**src/rtl/adder_pkg.sv**
```systemverilog
// rtl/adder_pkg.sv - shared width constants for the registered ripple-carry adder
package adder_pkg;
  localparam int WIDTH    = 16;
  localparam int RESULT_W = WIDTH + 1;
endpackage

```
**src/rtl/full_adder_1bit.sv**
```systemverilog
// rtl/full_adder_1bit.sv - combinational single-bit full adder cell
module full_adder_1bit (
  input  logic a,
  input  logic b,
  input  logic c_in,
  output logic sum,
  output logic c_out
);
  assign sum   = a ^ b ^ c_in;
  assign c_out = (a & b) | (a & c_in) | (b & c_in);
endmodule

```
**src/rtl/full_adder_16bit.sv**
```systemverilog
// rtl/full_adder_16bit.sv - ripple-carry adder with a registered {c_out, sum} result
module full_adder_16bit
  import adder_pkg::*;
#(
  parameter int WIDTH = adder_pkg::WIDTH
) (
  input  logic             clk,
  input  logic             rst,
  input  logic [WIDTH-1:0] a,
  input  logic [WIDTH-1:0] b,
  input  logic             c_in,
  output logic [WIDTH-1:0] sum,
  output logic             c_out
);
  logic [WIDTH:0]   carry;
  logic [WIDTH-1:0] sum_d;
  logic [WIDTH:0]   result_d;
  logic [WIDTH:0]   result_q;

  assign carry[0] = c_in;

  // Each cell takes the carry of the bit below it.
  for (genvar i = 0; i < WIDTH; i++) begin : g_ripple
    full_adder_1bit u_cell (
      .a     (a[i]),
      .b     (b[i]),
      .c_in  (carry[i]),
      .sum   (sum_d[i]),
      .c_out (carry[i+1])
    );
  end

  assign result_d = {carry[WIDTH], sum_d};

  always_ff @(posedge clk) begin
    if (rst) begin
      result_q <= '0;
    end else begin
      result_q <= result_d;
    end
  end

  assign sum   = result_q[WIDTH-1:0];
  assign c_out = result_q[WIDTH];
endmodule

```
**config.mk**
```make
export PLATFORM = sky130hd
export DESIGN_NAME = full_adder_16bit
export DESIGN_NICKNAME = d
export VERILOG_FILES = /design/src/rtl/adder_pkg.sv /design/src/rtl/full_adder_1bit.sv /design/src/rtl/full_adder_16bit.sv
export SDC_FILE = /design/constraint.sdc
export NUM_CORES = 1
export LEC_CHECK = 0
export ABC_CLOCK_PERIOD_IN_PS = 9390
export CELL_PAD_IN_SITES_DETAIL_PLACEMENT = 2
export CELL_PAD_IN_SITES_GLOBAL_PLACEMENT = 2
export CORE_MARGIN = 8
export CORE_UTILIZATION = 22
export CTS_BUF_LIST = sky130_fd_sc_hd__clkbuf_8
export DETAILED_ROUTE_END_ITERATION = 7
export PLACE_DENSITY = 0.91
export RECOVER_POWER = 50
export SETUP_SLACK_MARGIN = 0.1
export SLEW_MARGIN = 30
export SYNTH_ARGS = -nofsm -noshare
export SYNTH_HDL_FRONTEND = slang
export SYNTH_HIERARCHICAL = 1
export SYNTH_SLANG_ARGS = --single-unit
export TNS_END_PERCENT = 50
```
**constraint.sdc**
```tcl
create_clock -name clk -period 9.39 [get_ports clk]
set_clock_uncertainty 0.2 [all_clocks]
set_input_delay 0.939 -clock clk [delete_from_list [all_inputs] [get_ports clk]]
set_output_delay 0.939 -clock clk [all_outputs]
set_load 0.005 [all_outputs]
```
==> results of run 1 <==
per-layer routing:
layer	vias up	part of all wire [%]
met5	-	0
met4	0	1.5
met3	2	7.8
met2	28	61
met1	297	30
li1	260	-
Yosys cell counts:
cell type / n
sky130_fd_sc_hd__nor2b_1: 10
sky130_fd_sc_hd__and2b_2: 7
sky130_fd_sc_hd__dfxtp_1: 17
sky130_fd_sc_hd__fa_1: 16
sky130_fd_sc_hd__buf_6: 1
metrics by stage:
step | cells | util, %
final | 153 | 39.1
after global routing | 153 | 39.1
after CTS | 153 | 39.1
after detailed placement | 149 | 37.9
after global placement | 149 | 37.9
after floorplan | 51 | -
path summary, 6_finish.rpt:
path / slack [ns] / start / end
max: 1.37 / a[0] / result_q[15]$_SDFF_PP0_
min: 1.27 / b[12] / result_q[12]$_SDFF_PP0_
logic make-up (layout without fill, tap and decap cells):
logic type | count (synthesis) | after routing | synth area share (%)
flip-flops | 17 | 17 | 42.8
AND/OR/NAND/NOR | 17 | 17 | 15.6
adder cells (fa/ha/maj) | 16 | 16 | 40.3
buffers and inverters | 1 | 55 | 1.41
cell usage in the layout, fill, tap and decap left out:
cell                               n
sky130_fd_sc_hd__clkdlybuf4s50_1  34
sky130_fd_sc_hd__dlygate4sd3_1    17
sky130_fd_sc_hd__dfxtp_1          17
sky130_fd_sc_hd__fa_1             16
sky130_fd_sc_hd__nor2b_1          10
sky130_fd_sc_hd__and2b_2           7
sky130_fd_sc_hd__clkbuf_8          3
sky130_fd_sc_hd__inv_1             1
where the power goes:
group	internal, mW	total [mW]	switching [mW]
clock	0.0289	0.0523	0.0233
sequential	0.0813	0.0830	0.00170
combinational	0.0371	0.0562	0.0191
final cells by class:
| type | instances | area [um2] |
|---|---|---|
| clock inverters | 1 | 3.75 |
| flip-flops and latches | 17 | 340 |
| repair buffers | 51 | 510 |
| fillers | 403 | 2180 |
| multi-input cells | 33 | 444 |
| clock buffers | 3 | 41.3 |
| well taps | 48 | 60.1 |
==> qor.txt, run 1 <==
TIMING
----------------------------------------------------------------------------------------
Transition time at the pin with the least slew margin                           0.587 ns
RSZ-0062 raised after global routing                                                  no
Worst-case headroom to the max-slew limit                                          60.8%
Fraction of the cycle the final worst path needs                                   85.5%
Fmax                                                                             125 MHz
Number of endpoints with negative hold slack in the final report                       0
Slew Viols, Final                                                                      0
Count of final setup violators                                                         0
TNS Setup                                                                           0 ns
Final Hold Slack                                                                 1.27 ns
Clock period minus final worst setup slack                                       8.02 ns
Final Worst Setup Slack                                                          1.37 ns

PLACEMENT
----------------------------------------------------------------------------------------
Placed cell area                                                                1360 um2
Global placement routability congestion                                            0.647
Number of input and output port buffers inserted                                      51
Worst setup timing slack at the placement stage                                  1.08 ns

GLOBAL ROUTING
----------------------------------------------------------------------------------------
Met1 Track Usage GR                                                                7.09%
Largest net degree at the start of global routing                                     18
Global-route wire length before repair                                           3830 um
Met2 Track Usage GR                                                                17.1%
GR Overflow Total                                                                      0
Met3 usage in global routing                                                       2.59%
Number of global-route vias before repair                                            784
Overall routing resource usage                                                     8.43%
Antenna violations before repair                                                       0
Global route hottest layer                                                          met2

LAYOUT
----------------------------------------------------------------------------------------
Layout Cell Area excl Fill                                                      1400 um2
Area Overhead vs Synth                                                             75.9%
Antenna cell count                                                                     0
Final net count                                                                      157
Number of flip-flops in the largest register                                          17
Fraction of layout instances using a drive strength above 1                        9.52%
Registers with the most flip-flops                                          result_q (17)
Most flop-heavy register                                                        result_q

CRITICAL PATH
----------------------------------------------------------------------------------------
Cell type with the highest occurrence count on the critical path            sky130_fd_sc_hd__fa_1
Critical path's top delay family                                             adder cells
Critical path fanouts, max                                                             1
Critical path endpoint category                                                     flop
Type of element launching the critical path                                   input port
CP peak stage delay                                                              0.45 ns
Sum of buffers and inverters on the critical path                                      1
Critical-path cell list                                                     clkdlybuf4s50_1, fa_1, fa_1, fa_1, fa_1, fa_1, fa_1, fa_1, fa_1, fa_1, fa_1, fa_1, fa_1, fa_1, fa_1, fa_1, fa_1, nor2b_1
Arrival time of data at the critical path endpoint                               7.94 ns
Worst Path Class, Setup                                                     input port to flop
Data required, critical path                                                     9.30 ns
Crit path max-delay cell type                                               sky130_fd_sc_hd__fa_1
Total number of cells along the worst setup path                                      18

CLOCK NETWORK
----------------------------------------------------------------------------------------
Number of H-tree levels                                                                1
CTS-repair resized insts                                                               0
Maximum buffer depth of the clock tree                                                 2
Number of CTS-inserted buffers                                                         3
Clk slew on worst S/H paths                                                      0.07 ns
Clock tree root buffer cell                                                 sky130_fd_sc_hd__clkbuf_8
Post-CTS setup-driven buffer insertion count                                           0
Hold bufs inserted after CTS                                                           0
CTS tree                                                                           built
Count of clock tree sinks                                                             17

SYNTHESIS
----------------------------------------------------------------------------------------
Register bit count reported by yosys                                                  17
Leading cell types by total area after synthesis                            sky130_fd_sc_hd__dfxtp_1 (43%), sky130_fd_sc_hd__fa_1 (40%), sky130_fd_sc_hd__nor2b_1 (7.9%), sky130_fd_sc_hd__and2b_2 (7.7%), sky130_fd_sc_hd__buf_6 (1.4%)
Per-instance average area after synthesis                                       15.6 um2
Net count after synthesis                                                            102
Number of unique standard cell types used by synthesis                                 5
Total of warnings raised by yosys                                                      6
Register area share after synthesis                                                42.8%
Synthesized instance count                                                            51
Area leader, netlist                                                        sky130_fd_sc_hd__dfxtp_1
Top cell type's share of synthesized area                                          42.8%
Netlist Area Pre-Place                                                           796 um2

ROUTING
----------------------------------------------------------------------------------------
Post-route antenna net violation count                                                 0
Ratio of routed vias to standard cells                                              3.84
Number of DRC violations after detailed routing                                        0
Via count                                                                            587
Routed len/inst                                                                  14.8 um
Initial DRC Count                                                                      3
Number of search-and-repair iterations in the first detailed-routing pass              2
Aggregate routed wire length                                                     2270 um

FLOORPLAN
----------------------------------------------------------------------------------------
Cell Rows                                                                             22
Std-Cell Core Area                                                              3580 um2
Total Die Area                                                                  5800 um2
IO Count                                                                              52
X dimension of the die                                                           76.1 um
Die span in y                                                                    76.1 um
Initial Utilization                                                                22.2%

PWR
----------------------------------------------------------------------------------------
Cell Pwr Density                                                              137 nW/um2
Worst vdd ir                                                                   0.0460 mV
Overall power after layout                                                      0.191 mW
Cell leakage power                                                              0.568 nW

HOLD PATH
----------------------------------------------------------------------------------------
Worst hold stages                                                                      3
Worst min path class                                                        input port to flop

RUN STATUS
----------------------------------------------------------------------------------------
Status                                                                      complete, no violations

RUN
----------------------------------------------------------------------------------------
Max-cap violations                                                                     0

No activity file was read; power rests on OpenSTA's default activity.
==> run 2: changes to the inputs <==
--- a/config.mk
+++ b/config.mk
@@ -15,4 +15,5 @@
 export PLACE_DENSITY = 0.91
 export RECOVER_POWER = 50
+export REMOVE_ABC_BUFFERS = 1
 export SETUP_SLACK_MARGIN = 0.1
 export SLEW_MARGIN = 30
==> constraint.sdc (replaced) <==
create_clock -name clk -period 9.39 [get_ports clk]
set_clock_uncertainty 0.2 [all_clocks]
set_input_delay 0.939 -clock clk [delete_from_list [all_inputs] [get_ports clk]]
set_output_delay 0.939 -clock clk [all_outputs]
set_load 0.05 [all_outputs]
==> run 2 against run 1 <==
Power up 16%. Wire length is 2.2% higher. Sequential power about the same. Sequential share of layout area is the same. Cell count stayed put. Highest routed layer is now met3.
==> qor.txt, run 2 (synthesized netlist as in run 1, its figures left out) <==
GLOBAL ROUTING
----------------------------------------------------------------------------------------
Global route hottest layer                                                          met2
Overall routing resource usage                                                     8.58%   +0.15 points
GR Overflow Total                                                                      0   unchanged
Met1 Track Usage GR                                                                7.23%   +0.15 points
Largest net degree at the start of global routing                                     18   unchanged
Met3 usage in global routing                                                       4.36%   +1.8 points
Number of global-route vias before repair                                            730   -6.9%
Met2 Track Usage GR                                                                17.4%   +0.34 points
Global-route wire length before repair                                           3910 um   +2.2%
Antenna violations before repair                                                       0   unchanged

TIMING
----------------------------------------------------------------------------------------
Final Worst Setup Slack                                                          1.24 ns   -0.123 ns
Worst-case headroom to the max-slew limit                                          61.2%   +0.43 points
Fraction of the cycle the final worst path needs                                   86.8%   +1.3 points
Fmax                                                                             123 MHz   -1.5%
Clock period minus final worst setup slack                                       8.15 ns   +0.123 ns
Transition time at the pin with the least slew margin                           0.580 ns   -0.00644 ns
Number of endpoints with negative hold slack in the final report                       0   unchanged
Count of final setup violators                                                         0   unchanged
Slew Viols, Final                                                                      0   unchanged
TNS Setup                                                                           0 ns   unchanged
RSZ-0062 raised after global routing                                                  no

CLOCK NETWORK
----------------------------------------------------------------------------------------
CTS tree                                                                           built
CTS-repair resized insts                                                               0   unchanged
Post-CTS setup-driven buffer insertion count                                           0   unchanged
Number of CTS-inserted buffers                                                         3   unchanged
Count of clock tree sinks                                                             17   unchanged
Clk slew on worst S/H paths                                                      0.07 ns   about the same
Number of H-tree levels                                                                1   unchanged
Hold bufs inserted after CTS                                                           0   unchanged
Clock tree root buffer cell                                                 sky130_fd_sc_hd__clkbuf_8
Maximum buffer depth of the clock tree                                                 2   unchanged

CRITICAL PATH
----------------------------------------------------------------------------------------
Arrival time of data at the critical path endpoint                               8.06 ns   +0.12 ns
Cell type with the highest occurrence count on the critical path            sky130_fd_sc_hd__fa_1
Critical path fanouts, max                                                             1   unchanged
CP peak stage delay                                                              0.57 ns   +0.12 ns
Data required, critical path                                                     9.30 ns   about the same
Worst Path Class, Setup                                                     input port to flop
Crit path max-delay cell type                                               sky130_fd_sc_hd__dlygate4sd3_1
Critical-path cell list                                                     dlygate4sd3_1, fa_1, fa_1, fa_1, fa_1, fa_1, fa_1, fa_1, fa_1, fa_1, fa_1, fa_1, fa_1, fa_1, fa_1, fa_1, fa_1, nor2b_1
Critical path endpoint category                                                     flop
Crit path from                                                                      a[0]
Type of element launching the critical path                                   input port

LAYOUT
----------------------------------------------------------------------------------------
Registers with the most flip-flops                                          result_q (17)
Fraction of layout instances using a drive strength above 1                        9.52%   unchanged
Fin cells                                                                            153   unchanged
Layout Cell Area excl Fill                                                      1400 um2   unchanged
Number of flip-flops in the largest register                                          17   unchanged
Most used cells in the layout excluding fill and tap cells                  sky130_fd_sc_hd__clkdlybuf4s50_1 (34), sky130_fd_sc_hd__dlygate4sd3_1 (17), sky130_fd_sc_hd__dfxtp_1 (17)
Final net count                                                                      157   unchanged
Area Overhead vs Synth                                                             75.9%   unchanged
Commonest non-fill, non-tap cell in the layout                              sky130_fd_sc_hd__clkdlybuf4s50_1
Antenna cell count                                                                     0   unchanged
Most flop-heavy register                                                        result_q

FLOORPLAN
----------------------------------------------------------------------------------------
IO Count                                                                              52   unchanged
Total Die Area                                                                  5800 um2   unchanged
Std-Cell Core Area                                                              3580 um2   unchanged
Cell Rows                                                                             22   unchanged
Die span in y                                                                    76.1 um   unchanged
Initial Utilization                                                                22.2%   unchanged
X dimension of the die                                                           76.1 um   unchanged

ROUTING
----------------------------------------------------------------------------------------
Routed len/inst                                                                  15.2 um   +2.2%
Via count                                                                            570   -2.9%
Aggregate routed wire length                                                     2320 um   +2.2%
Number of search-and-repair iterations in the first detailed-routing pass              2   unchanged
Number of DRC violations after detailed routing                                        0   unchanged
Initial DRC Count                                                                      3   unchanged
Post-route antenna net violation count                                                 0   unchanged
Ratio of routed vias to standard cells                                              3.73   -2.9%

HOLD PATH
----------------------------------------------------------------------------------------
Launch instance of the worst min-delay path                                         b[8]
Worst min path class                                                        input port to flop

RUN STATUS
----------------------------------------------------------------------------------------
Status                                                                      complete, no violations

PLACEMENT
----------------------------------------------------------------------------------------
Cell total after placement                                                           149   unchanged
Worst setup timing slack at the placement stage                                  1.05 ns   -0.0278 ns
Number of input and output port buffers inserted                                      51   unchanged
Global placement routability congestion                                            0.625   -3.5%
Placed cell area                                                                1360 um2   unchanged

PWR
----------------------------------------------------------------------------------------
Worst vdd ir                                                                   0.0499 mV   +8.5%
Cell Pwr Density                                                              159 nW/um2   +16%
Cell leakage power                                                              0.567 nW   -0.29%

RUN
----------------------------------------------------------------------------------------
Max-cap violations                                                                     0   unchanged

-- run 2: cell counts in the layout (fill, tap and decap cells not counted) --
No cell type changed its count.
-- run 2: where the power goes --
part	switching (mW)	total, mW	leakage [nW]	internal [mW]
Combinational	0.0507	0.0878	0.398	0.0371
Sequential	0.00186	0.0832	0.142	0.0814
Clock	0.0230	0.0519	0.0269	0.0289
-- run 2: area by class of cell --
cell class / instances / area, um2
multi-input combinational: 33 / 444
tap: 48 / 60.1
fill: 392 / 2180
clock inverter: 1 / 3.75
clock buffer: 3 / 41.3
sequential: 17 / 340
timing repair buffer: 51 / 510
-- run 2: through the flow --
| stage | util (%) | power (mW) | hold WS, ns |
|---|---|---|---|
| final | 39.1 | 0.223 | 1.27 |
| after global routing | 39.1 | 0.237 | 1.30 |
| after CTS | 39.1 | 0.232 | 1.27 |
| after detailed placement | 37.9 | 0.179 | 1.53 |
| after global placement | 37.9 | 0.174 | 1.51 |
| after floorplan | - | 0.134 | 0.811 |
-- run 2: per-layer routing --
layer  wire length [um]  part of all wire, %
met3                223                  9.6
met2               1400                   60
met4                  0                    0
met1                699                   30
met5                  0                    0
-- run 2: worst max-delay path, delay by kind of cell --
family	cells	cell delay, ns
and+or+nand+nor	1	0.13
buffers and inverters	1	0.57
adders and majority gates	16	6.41
-- run 2: final timing paths --
kind | to | cells after the start
worst min-delay path | result_q[8]$_SDFF_PP0_ | 3
worst max-delay path | result_q[15]$_SDFF_PP0_ | 18
